**src/rtl/ex_multicycle_unit.sv**
```systemverilog
// Iterative multiply/divide unit beside the EX-stage ALU; stalls EX while busy.
// Ports: clk, reset, start, op_sel, a, b, hold, flush -> result, done, ex_mc_stall,
// div_by_zero, illegal_op. Divide datapath present only when EX_MC_DIV_EN is defined.
module ex_multicycle_unit #(
  parameter int WIDTH          = 16,
  parameter int BITS_PER_CYCLE = 1
) (
  input  logic             clk,
  input  logic             reset,
  input  logic             start,
  input  logic [1:0]       op_sel,
  input  logic [WIDTH-1:0] a,
  input  logic [WIDTH-1:0] b,
  input  logic             hold,
  input  logic             flush,
  output logic [WIDTH-1:0] result,
  output logic             done,
  output logic             ex_mc_stall,
  output logic             div_by_zero,
  output logic             illegal_op
);

  localparam int B  = BITS_PER_CYCLE;
  localparam int CW = $clog2(WIDTH);

  localparam logic [1:0] IDLE = 2'd0;
  localparam logic [1:0] BUSY = 2'd1;
  localparam logic [1:0] DONE = 2'd2;

  localparam logic [CW-1:0] MUL_LAST = CW'(WIDTH / B - 1);
`ifdef EX_MC_DIV_EN
  localparam logic [CW-1:0] DIV_LAST = CW'(WIDTH - 1);
`endif

  logic [1:0]       state;
  logic [CW-1:0]    cnt;
  logic             op_hi;
  logic [WIDTH-1:0] b_r;
  // q_r: multiplier (low product bits shift in) or dividend/quotient.
  // hi_r: upper product half or partial remainder.
  logic [WIDTH-1:0] q_r;
  logic [WIDTH-1:0] hi_r;
  logic [WIDTH-1:0] result_r;
  logic             done_r;

  logic [WIDTH+B-1:0] sum;
  logic [WIDTH-1:0]   mul_hi;
  logic [WIDTH-1:0]   mul_lo;
  logic [WIDTH-1:0]   nx_hi;
  logic [WIDTH-1:0]   nx_q;
  logic [WIDTH-1:0]   fin;

`ifdef EX_MC_DIV_EN
  logic             is_div;
  logic             dbz_r;
  logic [WIDTH:0]   r2;
  logic             ge;
  logic [WIDTH-1:0] div_rem;
  logic [WIDTH-1:0] div_q;
`else
  logic             ill_r;
`endif

  always_comb begin
    sum    = {{B{1'b0}}, hi_r}
           + ({{B{1'b0}}, b_r} * {{WIDTH{1'b0}}, q_r[B-1:0]});
    mul_hi = sum[WIDTH+B-1:B];
    mul_lo = WIDTH'({sum[B-1:0], q_r} >> B);
    nx_hi  = mul_hi;
    nx_q   = mul_lo;
`ifdef EX_MC_DIV_EN
    r2      = {hi_r, q_r[WIDTH-1]};
    ge      = (r2 >= {1'b0, b_r});
    div_rem = WIDTH'(ge ? r2 - {1'b0, b_r} : r2);
    div_q   = {q_r[WIDTH-2:0], ge};
    if (is_div) begin
      nx_hi = div_rem;
      nx_q  = div_q;
    end
`endif
    // bit 0 of op_sel picks MULHI / DIVR, both live in hi_r
    fin = op_hi ? nx_hi : nx_q;
  end

  always_ff @(posedge clk) begin
    if (reset) begin
      state    <= IDLE;
      cnt      <= '0;
      op_hi    <= 1'b0;
      b_r      <= '0;
      q_r      <= '0;
      hi_r     <= '0;
      result_r <= '0;
      done_r   <= 1'b0;
`ifdef EX_MC_DIV_EN
      is_div   <= 1'b0;
      dbz_r    <= 1'b0;
`else
      ill_r    <= 1'b0;
`endif
    end else if (flush) begin
      state    <= IDLE;
      result_r <= '0;
      done_r   <= 1'b0;
`ifdef EX_MC_DIV_EN
      dbz_r    <= 1'b0;
`else
      ill_r    <= 1'b0;
`endif
    end else begin
      case (state)
        IDLE: begin
          if (start) begin
            op_hi <= op_sel[0];
            b_r   <= b;
            q_r   <= a;
            hi_r  <= '0;
            if (op_sel[1]) begin
`ifdef EX_MC_DIV_EN
              is_div <= 1'b1;
              cnt    <= DIV_LAST;
              if (b == '0) begin
                state    <= DONE;
                done_r   <= 1'b1;
                dbz_r    <= 1'b1;
                result_r <= op_sel[0] ? a : '1;
              end else begin
                state <= BUSY;
              end
`else
              state    <= DONE;
              done_r   <= 1'b1;
              ill_r    <= 1'b1;
              result_r <= '0;
`endif
            end else begin
`ifdef EX_MC_DIV_EN
              is_div <= 1'b0;
`endif
              cnt   <= MUL_LAST;
              state <= BUSY;
            end
          end
        end
        BUSY: begin
          hi_r <= nx_hi;
          q_r  <= nx_q;
          cnt  <= cnt - CW'(1);
          if (cnt == '0) begin
            state    <= DONE;
            done_r   <= 1'b1;
            result_r <= fin;
          end
        end
        DONE: begin
          if (!hold) begin
            state    <= IDLE;
            done_r   <= 1'b0;
            result_r <= '0;
`ifdef EX_MC_DIV_EN
            dbz_r    <= 1'b0;
`else
            ill_r    <= 1'b0;
`endif
          end
        end
        default: state <= IDLE;
      endcase
    end
  end

  assign result      = result_r;
  assign done        = done_r;
  assign ex_mc_stall = ((state == IDLE) & start & ~flush) | (state == BUSY);
`ifdef EX_MC_DIV_EN
  assign div_by_zero = dbz_r;
  assign illegal_op  = 1'b0;
`else
  assign div_by_zero = 1'b0;
  assign illegal_op  = ill_r;
`endif

endmodule
```
**config.mk**
```make
export PLATFORM = sky130hd
export DESIGN_NAME = ex_multicycle_unit
export DESIGN_NICKNAME = d
export VERILOG_FILES = /design/src/rtl/ex_multicycle_unit.sv
export SDC_FILE = /design/constraint.sdc
export NUM_CORES = 1
export LEC_CHECK = 0
export BUFFER_PORTS_ARGS = -buffer_cell sky130_fd_sc_hd__buf_2
export CAP_MARGIN = 25
export CORE_MARGIN = 5
export CORE_UTILIZATION = 57
export DETAILED_ROUTE_END_ITERATION = 8
export GPL_TIMING_DRIVEN = 0
export PLACE_DENSITY = 0.8
export SYNTH_ARGS = -nofsm -noshare
export SYNTH_HDL_FRONTEND = slang
export SYNTH_SLANG_ARGS = --single-unit
```
**constraint.sdc**
```tcl
create_clock -name clk -period 3.05 [get_ports clk]
set_input_delay 0.4575 -clock clk [delete_from_list [all_inputs] [get_ports clk]]
set_output_delay 0.4575 -clock clk [all_outputs]
set_load 0.1 [all_outputs]
```
==> impl_metrics.py <==
metrics = {
    "global_routing": {
        "grt_usage_pct": 23.87,
        "grt_max_degree": 13,
        "antenna_found_initial": 0,
        "grt_pass1_vias": 3431,
        "grt_pass1_wl_mm": 16.30,
        "grt_overflow_total": 0,
    },
    "layout": {
        "drive_gt1_share_pct": 19.70,
        "fillers": 558,
        "n_antenna_cell": 0,
        "multi_input_area_mm2": 0.002183,
        "design_area_mm2": 0.004422,
        "syn2layout_area_growth_pct": 15.60,
        "regArea_mm2": 0.001461,
        "final_nets": 580,
        "final_cells": 605,
    },
    "die": {
        "die_w_um": 91.92,
        "die_area_mm2": 0.008448,
        "dieHeight_um": 91.92,
        "rows": 29,
        "start_util_pct": 59.56,
        "io_pins": 59,
        "coreArea_mm2": 0.006422,
    },
    "setup_path": {
        "path_class": "register to register",
        "cp_cell_sequence": "clkbuf_1 -> nand2_1 -> fa_1 -> nand2b_1 -> a21oi_2 -> o21a_1 -> o22a_1 -> xor2_1 -> a22o_1",
        "endpoint": "hi_r[7]",
        "r2r_cells": 9,
        "crit_start": "q_r[0]",
        "cp-start-kind": "register",
        "path_depth": 9,
        "crit_required_ps": 3340,
        "crit_family": "compound AO/OA/AOI/OAI gates",
        "slowest_stage": "dfxtp_1",
        "reg2reg_setup_slack_ps": 280,
        "path_buf_inv": 1,
        "regToRegEndpoint": "hi_r[7]",
        "rr_startpoint": "q_r[0]",
        "cp_max_fo": 10,
        "cpPeakStageDelay_ps": 480,
        "arrival_ps": 3060,
        "cp-end-kind": "register",
    },
    "timing": {
        "setup_viol": 0,
        "period_share_pct": 90.73,
        "worst-slew-pin-transition_ps": 714.5,
        "fmax_ghz": 0.3614,
        "rsz0062_at_grt": "no",
        "drv_slew": 0,
        "setup_tns_ps": 0,
        "skew_ps": 10.33,
        "relSlewSlack_pct": 52.19,
        "finalHoldViolations": 0,
        "layout_min_cycle_time_ps": 2767,
    },
    "synthesis": {
        "async_flop_share_pct": 0,
        "yosysTopAreaCell": "dfxtp_1",
        "synth_flop_cell": "dfxtp_1",
        "synth_nets": 513,
        "synth_warnings": 0,
        "synth_seq_area_share_pct": 38.21,
        "ys_top_cells_by_count": "87 x nand2_1, 73 x dfxtp_1, 42 x nor2_1",
        "synth_cell_type_count": 64,
        "synth.top_cell.area_share_pct": 38.21,
        "yosysMostFrequentCell": "nand2_1",
        "avgSynthCellArea_um2": 8.388,
        "netlist_top_cells_area": "dfxtp_1 38%, nand2_1 8.5%, ha_1 5.6%",
        "syn-cell-area_mm2": 0.003825,
        "ys_ff_latch": 73,
        "synth_edf_count": 0,
        "syn_inst": 456,
    },
    "placed_design": {
        "gp_congestion": 0.9650,
        "dp_cells": 589,
        "dp_hpwl_mm": 7.311,
        "placed_cell_area_mm2": 0.004202,
        "port_buffers": 56,
    },
    "route": {
        "vias_per_cell": 5.795,
        "vias": 3506,
        "first_iter_violations": 159,
        "wl_per_cell_um": 16.08,
        "dr.pass1.iters": 4,
        "wirelength_mm": 9.728,
        "drc": 0,
        "ant_nets": 0,
    },
    "clock_tree": {
        "clk_latency_ps": 350,
        "path_clk_slew_ps": 80,
        "holdBufCountCts": 0,
        "htreeDepth": 3,
        "cts_buffers": 9,
        "ctsResizeCount": 0,
        "post_cts_buffers": 0,
        "cts_buffer_depth": 2,
        "cts-root-buf": "clkbuf_8",
        "tritoncts": "built",
        "clock-sinks": 73,
    },
    "job": {
        "maxCapViolCount": 0,
    },
    "hold_path": {
        "hold_class": "input pin to register",
    },
    "pwr": {
        "peakVddDrop_uv": 272.8,
        "p_per_area_mw_per_mm2": 470.9,
        "leakage_nw": 1.889,
    },
    "status": {
        "status": "completed",
    },
}
[cells by family (layout without fill, tap and decap cells)]
family                     count (synthesis)  after routing  synth area share (%)
buffers and inverters                     38            110                 4.710
muxes                                      6              6                 1.570
DFF                                       73             73                 38.21
and+or+nand+nor                          181            181                 21.62
xor gates and xnor gates                  11             11                 2.715
other                                      1              1               0.09804
adders and majority gates                 18             18                 6.084
AOI/OAI and AO/OA                        128            128                 24.99
[final cells by class]
cell class,instances,area share [%]
multi-input cells,345,49.38
plain buffers,27,3.141
inverters,11,0.9338
repair buffers,56,6.338
clock inverters,5,1.783
clock buffers,11,3.198
well taps,77,2.179
flip-flops and latches,73,33.05
[metal layers]
metal  part of all wire (%)  track usage [%]  vias up  routed length [um]
met5                      0                0        -                   0
met4                    1.3            6.559        0                 122
met3                    8.0            5.810       13                 782
met2                     47            41.42      129                4594
met1                     43            29.56     1622                4228
li1                       -                -     1742                   -
[report_power, final]
group,switching (W),internal [W]
Sequential,0.0000273,0.000986
Combinational,0.000144,0.0000789
Clock,0.000364,0.000482
Total,0.000536,0.00155
[registers in the layout (all words and copies together) (netlist names)]
name	flops
b_r	16
cnt	4
done	1
hi_r	16
illegal_op	1
op_hi	1
q_r	16
result	16
state	2
[through the flow]
stage               power [W]  worst slack [ps]  hold slack (ps)  utilization [%]
finish               0.002082             282.9            320.8            68.85
global route         0.002168             63.41            319.6            68.85
CTS                  0.002092             276.1            310.4            68.85
detailed placement   0.001255             318.3            438.8            65.42
global placement     0.001249             382.0            437.8            65.42
floorplan            0.001181             783.8            431.7                -
[placed cells by master, fill, tap and decap left out, types with 6 or more instances in the layout]
cell / count
clkbuf_1: 15
buf_2: 64
nor3_1: 7
o21ai_0: 9
and2_1: 16
clkbuf_8: 10
ha_1: 17
o2bb2ai_1: 6
dfxtp_1: 73
a311oi_1: 17
a22oi_1: 11
mux2i_1: 6
a21oi_1: 37
nor2_1: 42
nand2_1: 87
xor2_1: 6
a22o_1: 7
inv_1: 11
[worst min-delay path by stage]
stage	from	end	slack (ps)	cells after the start
floorplan	b_r[0]	b_r[0]	430	2
global placement	b_r[10]	b_r[10]	440	2
detailed placement	result[3]	result[3]	440	2
CTS	reset	q_r[0]	310	2
global route	reset	q_r[15]	320	2
finish	reset	q_r[15]	320	2
(Power assumes the default switching activity.)
